<file path="src/rtl/instr_mem_pipe_pkg.sv">
// Shared types and constants for the instruction memory pipeline.
// Holds the controller state enumeration and the default no-op word.
package instr_mem_pipe_pkg;

    typedef enum logic {
        INIT,
        RUN
    } state_t;

    localparam logic [31:0] DEFAULT_NOP = 32'h0000_0000;

endpackage

</file>
<file path="src/rtl/instr_mem_array.sv">
// Instruction storage: one synchronous write port and one asynchronous read port.
// The array has no reset; the controller clears it word by word after reset.
module instr_mem_array #(
    parameter int DATA_W = 32,
    parameter int ADDR_W = 4
) (
    input  logic              clk,
    input  logic              we,
    input  logic [ADDR_W-1:0] waddr,
    input  logic [DATA_W-1:0] wdata,
    input  logic [ADDR_W-1:0] raddr,
    output logic [DATA_W-1:0] rdata
);

    logic [DATA_W-1:0] mem [2**ADDR_W];

    always_ff @(posedge clk) begin
        if (we) begin
            mem[waddr] <= wdata;
        end
    end

    assign rdata = mem[raddr];

endmodule

</file>
<file path="src/rtl/instr_mem_pipe.sv">
// Instruction memory with a clear-on-reset sequence, a program-load port and
// a registered fetch output that supports stall, flush and write-first bypass.
module instr_mem_pipe
    import instr_mem_pipe_pkg::*;
#(
    parameter int                DATA_W   = 32,
    parameter int                ADDR_W   = 4,
    parameter logic [DATA_W-1:0] NOP_WORD = DATA_W'(DEFAULT_NOP)
) (
    input  logic              clk,
    input  logic              rst_n,
    input  logic              fetch_req,
    input  logic [ADDR_W-1:0] fetch_addr,
    input  logic              fetch_stall,
    input  logic              fetch_flush,
    output logic [DATA_W-1:0] instr_out,
    output logic              instr_valid,
    output logic              ready,
    input  logic              prog_wr_en,
    input  logic [ADDR_W-1:0] prog_addr,
    input  logic [DATA_W-1:0] prog_data,
    output logic              prog_ack
);

    localparam logic [ADDR_W-1:0] LAST_ADDR = '1;

    state_t            state;
    state_t            state_next;
    logic [ADDR_W-1:0] cnt;
    logic [ADDR_W-1:0] cnt_next;
    logic              mem_we;
    logic [ADDR_W-1:0] mem_waddr;
    logic [DATA_W-1:0] mem_wdata;
    logic [DATA_W-1:0] mem_rdata;
    logic [DATA_W-1:0] fetch_word;
    logic              prog_accept;

    always_ff @(posedge clk or negedge rst_n) begin
        if (!rst_n) begin
            state <= INIT;
            cnt   <= '0;
        end else begin
            state <= state_next;
            cnt   <= cnt_next;
        end
    end

    // INIT owns the write port to clear every word; RUN hands it to program load.
    always_comb begin
        state_next  = state;
        cnt_next    = cnt;
        mem_we      = 1'b0;
        mem_waddr   = prog_addr;
        mem_wdata   = prog_data;
        prog_accept = 1'b0;
        case (state)
            INIT: begin
                mem_we    = 1'b1;
                mem_waddr = cnt;
                mem_wdata = NOP_WORD;
                cnt_next  = cnt + ADDR_W'(1);
                if (cnt == LAST_ADDR) begin
                    state_next = RUN;
                end
            end
            RUN: begin
                mem_we      = prog_wr_en;
                prog_accept = prog_wr_en;
            end
            default: begin
                state_next = INIT;
            end
        endcase
    end

    instr_mem_array #(
        .DATA_W(DATA_W),
        .ADDR_W(ADDR_W)
    ) u_array (
        .clk  (clk),
        .we   (mem_we),
        .waddr(mem_waddr),
        .wdata(mem_wdata),
        .raddr(fetch_addr),
        .rdata(mem_rdata)
    );

    assign ready      = (state == RUN);
    assign fetch_word = (prog_accept && (prog_addr == fetch_addr)) ? prog_data : mem_rdata;

    // Flush beats stall, stall beats a new fetch.
    always_ff @(posedge clk or negedge rst_n) begin
        if (!rst_n) begin
            instr_out   <= NOP_WORD;
            instr_valid <= 1'b0;
            prog_ack    <= 1'b0;
        end else begin
            prog_ack <= prog_accept;
            if (state != RUN) begin
                instr_valid <= 1'b0;
            end else if (fetch_flush) begin
                instr_out   <= NOP_WORD;
                instr_valid <= 1'b0;
            end else if (!fetch_stall) begin
                if (fetch_req) begin
                    instr_out   <= fetch_word;
                    instr_valid <= 1'b1;
                end else begin
                    instr_valid <= 1'b0;
                end
            end
        end
    end

endmodule

</file>
<file path="config.mk">
export PLATFORM = sky130hd
export DESIGN_NAME = instr_mem_pipe
export DESIGN_NICKNAME = d
export VERILOG_FILES = /design/src/rtl/instr_mem_pipe_pkg.sv /design/src/rtl/instr_mem_array.sv /design/src/rtl/instr_mem_pipe.sv
export SDC_FILE = /design/constraint.sdc
export NUM_CORES = 1
export LEC_CHECK = 0
export CORE_UTILIZATION = 35
export CTS_CLUSTER_DIAMETER = 40
export DETAILED_ROUTE_END_ITERATION = 16
export PLACE_DENSITY_LB_ADDON = 0.05
export SLEW_MARGIN = 10
export SYNTH_ARGS = -nofsm -noshare
export SYNTH_HDL_FRONTEND = slang
export SYNTH_SLANG_ARGS = --single-unit
</file>
<file path="constraint.sdc">
create_clock -name clk -period 3.6 [get_ports clk]
set_input_delay 0.72 -clock clk [delete_from_list [all_inputs] [get_ports clk]]
set_output_delay 0.72 -clock clk [all_outputs]
set_load 0.03 [all_outputs]
</file>
======== Word-level counts from Yosys, hierarchy flattened ========
Memory sizes are Yosys's and may differ from the RTL's.
Cells that the tools add are included.
storage, ports and cells
  register bits after elaboration ......... 39
  bits in latches ......................... 0
  bits in writable memories ............... 512
  ROM bits ................................ 0
  input port bits ......................... 46
  output and inout bits ................... 35
  logic and storage cells ................. 31
  memories ................................ 1
operators by class
  add/sub/neg operators ................... 1
  multipliers ............................. 0
  divide/modulo/power cells ............... 0
  $lt $le $gt $ge ......................... 0
  eq/ne operators ......................... 4
  shift-type cells ........................ 0
  muxes and demuxes ....................... 16
  bitwise gates (word level) .............. 1
  reduce and logical (&&, ||, !) cells .... 3
memory list
  memory       depth  bits a word  rd ports  clocked after memory_dff  wr ports  line                   RTL
  u_array.mem  16     32           1         0                         1         instr_mem_array.sv:15  logic [DATA_W-1:0] mem [2**ADDR_W];
operator list
  cell                                           number
  2-to-1 mux 32 bit                              5
  2-to-1 mux 1 bit                               9
  adder 4 x 1 -> 4 bit, second input constant    1
  == test 4 bit                                  1
  == test 4 bit, second input constant           1
  2-to-1 mux 4 bit                               1
  != test 3 bit, second input constant           1
  AND reduction 3 bit                            1
  != test 2 x 1 -> 1 bit, second input constant  1
  case mux 1 bit (2 select lines)                1
  nonzero test 2 bit                             1
  logical AND 1 bit                              1
  inverter 1 bit                                 1

======== Logic depth before layout (Yosys ltp) ========
  depth after elaboration ................. 6
  depth in mapped cells ................... 7
  gate-level depth less buffers ........... 4

======== Modules after synthesis ========
A second synthesis with hierarchy kept.
unflattened totals
  cells, all modules ...................... 1064
  area total of the unflattened synthesis .. 21679.5 um^2
by module, submodules not included
  module           instances  cells each  area each (um^2)  seq. area each (um^2)
  instr_mem_array  1          806         19213.4           15374.7
  instr_mem_pipe   1          258         2466.1            975.9

======== Worst setup path before layout ========
No wires, ideal clock.
  path kind ............................... register to register
  from .................................... register state (netlist: ready)
  to ...................................... memory u_array.mem[1][0], enable pin
  setup time .............................. 421 ps
  data arrival time ....................... 2723 ps
  data required time ...................... 3179 ps
  slack ................................... 456 ps
  cell stages (with the launch flop) ...... 6
  path buffers ............................ 2
  period minus slack after synthesis ...... 3144 ps
  cell sequence ........................... dfrtp_1 -> clkbuf_1 -> clkbuf_1 -> nand2_1 -> o32a_1 -> nor2_1
between the ends
  cells in the longest elaborated chain, start to end .. 4
  elaborated cells on any way between the ends .. 5
  those cells by class .................... mux: 4; bitwise: 1
RTL lines
  item                                    line                   RTL
  start, declared                         instr_mem_pipe.sv:27   state_t state;
  start signal, assigned                  instr_mem_pipe.sv:43   state <= state_next;
  inverter 1 bit                          n/a
  case mux 1 bit (2 select lines)         instr_mem_pipe.sv:56   case (state)
  2-to-1 mux 1 bit                        instr_mem_array.sv:18  if (we) begin
  2-to-1 mux 1 bit (implied by the code)  instr_mem_array.sv:19  mem[waddr] <= wdata;
  end, declared                           instr_mem_array.sv:15
Parallel ways exist; a longest one is shown, timed or not.

======== Worst setup path in the final report ========
  from .................................... register state (netlist: ready)
  to ...................................... output port ready
RTL lines
  item           line                  RTL
  end, declared  instr_mem_pipe.sv:18  output logic ready,
No word-level cell between the ends.

==> results.sh <==
export IMPL_status="completed"
export IMPL_synthCells=1000
export IMPL_grt_total_usage=0.181
export IMPL_setup_viol=0
export IMPL_hold_class="in -> async"
export IMPL_finalWorstSetupSlack_ns=0.543
export IMPL_core_area_mm2=0.0606
export IMPL_period_minus_slack_ns=3.06
export IMPL_maxCapViolations=0
export IMPL_synthMuxAreaShare=0.140
export IMPL_rsz0062_at_grt="no"
export IMPL_die_h_um=250
export IMPL_irDropWorstVdd_mv=0.320
export IMPL_cp_arrival_ns=2.34
export IMPL_worstPathCellList="clkdlybuf4s50_1"
export IMPL_worst_pin_slew_ns=1.03
export IMPL_drtIter0Drc=659
export IMPL_crit_cells=1
export IMPL_yosys_area_share_simple=0.0339
export IMPL_syn_cell_area_mm2=0.0216
export IMPL_synth_distinct_cells=39
export IMPL_leakagePower_uw=0.00894
export IMPL_synth_top_cells_by_area="edfxtp_1 (71%), mux4_2 (9.6%), dfrtp_1 (4.5%)"
export IMPL_clk_pin_slew_ns=0.04
export IMPL_reg2reg_depth=5
export IMPL_avgRoutedWirePerCell_um=27.4
export IMPL_crit_end="ready"
export IMPL_via_per_inst=5.28
export IMPL_synth_xor_area_frac=0.00284
export IMPL_synth_compound_area_frac=0.0413
export IMPL_synth_adder_area_share=0.000580
export IMPL_cts_buffer_depth=3
export IMPL_mostFrequentLayoutCell="edfxtp_1"
export IMPL_synth_warning_count=0
export IMPL_die_width_um=250
export IMPL_max_freq_ghz=0.327
export IMPL_reg2reg_to="instr_out[10]"
export IMPL_path_buf_inv=1
export IMPL_synth_top_family_by_area="multiplexers"
export IMPL_r2r_setup_slack_ns=1.01
export IMPL_root_buffer="clkbuf_16"
export IMPL_hpwl_um=28700
export IMPL_cts_made_buffers=93
export IMPL_h_tree_depth=3
export IMPL_syn_nets=1047
export IMPL_post_place_ws_ns=0.614
export IMPL_avgSynthCellArea_um2=21.6
export IMPL_routed_wl_um=55100
export IMPL_cp_max_fo=40
export IMPL_crit_type="reg -> out"
export IMPL_cp_start_kind="flip-flop"
export IMPL_fin_worst_skew_ns=0.0237
export IMPL_power_density_mw_per_mm2=631
export IMPL_rows=90
export IMPL_max_slew_margin_rel=0.304
export IMPL_r2r_start="ready"
export IMPL_drv_slew=0
export IMPL_synthToLayoutAreaGrowth_pct=24.6
export IMPL_place_congestion=0.698
export IMPL_max_stage_delay_ns=0.92
export IMPL_period_share=0.849
export IMPL_layout_nets=1202
export IMPL_grt_pass1_vias=11300
export IMPL_drtPass1Iterations=5
export IMPL_dieArea_mm2=0.0626
export IMPL_antenna_found_initial=0
export IMPL_routed_via_count=10600
export IMPL_start_util=0.356
export IMPL_drcViolationCount=0
export IMPL_path_delay_family="flip-flops"
export IMPL_end_kind="primary output"
export IMPL_yosysTopAreaCell="edfxtp_1"
export IMPL_io_pins=81
export IMPL_finalSetupTns_ns=0
export IMPL_insertion_delay_ns=0.62
export IMPL_mostFrequentLayoutCells="edfxtp_1 (512), clkbuf_16 (94), mux4_2 (92)"
export IMPL_cts_tree="yes"
export IMPL_synth_seq_area_share=0.758
export IMPL_post_cts_resize_count=0
export IMPL_grt_overflow_total=0
export IMPL_critPathSlowestCell="dfrtp_2"
export IMPL_hold_viol=0
export IMPL_cp_required_ns=2.88
export IMPL_cts_hold_repair_buffers=0
export IMPL_grt_pass1_wl_um=80600
export IMPL_startpoint="ready"
export IMPL_synth_top_area_share=0.713
export IMPL_synth_seq_cells=551
export IMPL_port_buffers=80
export IMPL_grt_max_degree=45
export IMPL_post_cts_buffers=0
export IMPL_layout_drive_gt1_share=0.257
export IMPL_clock_sink_count=551
export IMPL_ant_nets=0
## where the power goes
group	internal, uW	switching [uW]	total, uW
Sequential	7070	16.4	7080
Combinational	308	465	773
Clock	5980	3120	9100
Total	13400	3600	17000
## registers in the layout, indices dropped and copies added (netlist names)
name and flops:
u_array.mem 512, instr_valid 1, cnt 4, instr_out 32, ready 1, prog_ack 1
## cells in the mapped netlist (all sizes together)
| master | number |
|---|---|
| a21boi | 1 |
| o21ai | 1 |
| edfxtp | 512 |
| mux4 | 128 |
| o32a | 1 |
| a31o | 1 |
| nand2b | 3 |
| and2 | 67 |
| inv | 3 |
| dfrtp | 39 |
| nor3 | 3 |
| a41oi | 1 |
| a22oi | 64 |
| xnor2 | 4 |
| clkbuf | 42 |
| nand4b | 1 |
| nor2b | 3 |
| mux2 | 1 |
| nor3b | 1 |
| a21oi | 3 |
| a31oi | 2 |
| and2b | 1 |
| a32oi | 2 |
| and3 | 2 |
| nor2 | 23 |
| xor2 | 3 |
| a221o | 32 |
| ha | 1 |
| buf | 19 |
| nand2 | 36 |
## routing by layer
layer  up-vias  global-route usage  routed length, um
li1       4558                   -                  -
met1      5781               0.244              24600
met2       213               0.298              27300
met3        83              0.0304               2070
met4         0              0.0596               1160
met5         -                   0                  0
## final cells by class
class	count	area [um^2]
antenna	1	2.50
clock buffer	106	2410
clock inverter	67	860
fill	5238	33700
inverter	3	11.3
multi-input combinational	385	4880
sequential	551	16400
tap	782	978
timing repair buffer	121	1370
## cells by family (layout without fill, tap and decap cells)
kind of cell             after synthesis  after routing
AO/OA/AOI/OAI                        108            108
XOR/XNOR                               7              7
adder cells (fa/ha/maj)                1              1
buffers and inverters                 64            297
flip-flops                           551            551
multiplexers                         129            129
other                                  0              1
AND/OR/NAND/NOR                      140            140
## how the worst min path moves through the flow
stage	startpoint	slack (ns)	depth (start not counted)	to
global placement	instr_valid	0.55	2	instr_valid
global route	rst_n	0.16	1	instr_out[31]
floorplan	rst_n	0.42	0	cnt[0]
finish	rst_n	0.14	1	instr_valid
CTS	rst_n	0.13	1	instr_out[18]
detailed placement	instr_valid	0.55	2	instr_valid
## stage by stage
stage | utilization | area, um^2 | hold WS [ns] | power (uW) | std cells
after floorplan | - | 21600 | 0.424 | 7660 | 1000
after global placement | 0.389 | 23600 | 0.549 | 8000 | 1842
after detailed placement | 0.389 | 23600 | 0.552 | 8000 | 1842
after CTS | 0.443 | 26900 | 0.133 | 17200 | 2015
after global routing | 0.443 | 26900 | 0.158 | 17500 | 2015
final | 0.443 | 26900 | 0.136 | 17000 | 2016
Note: power is estimated with default switching activity, not from simulation.
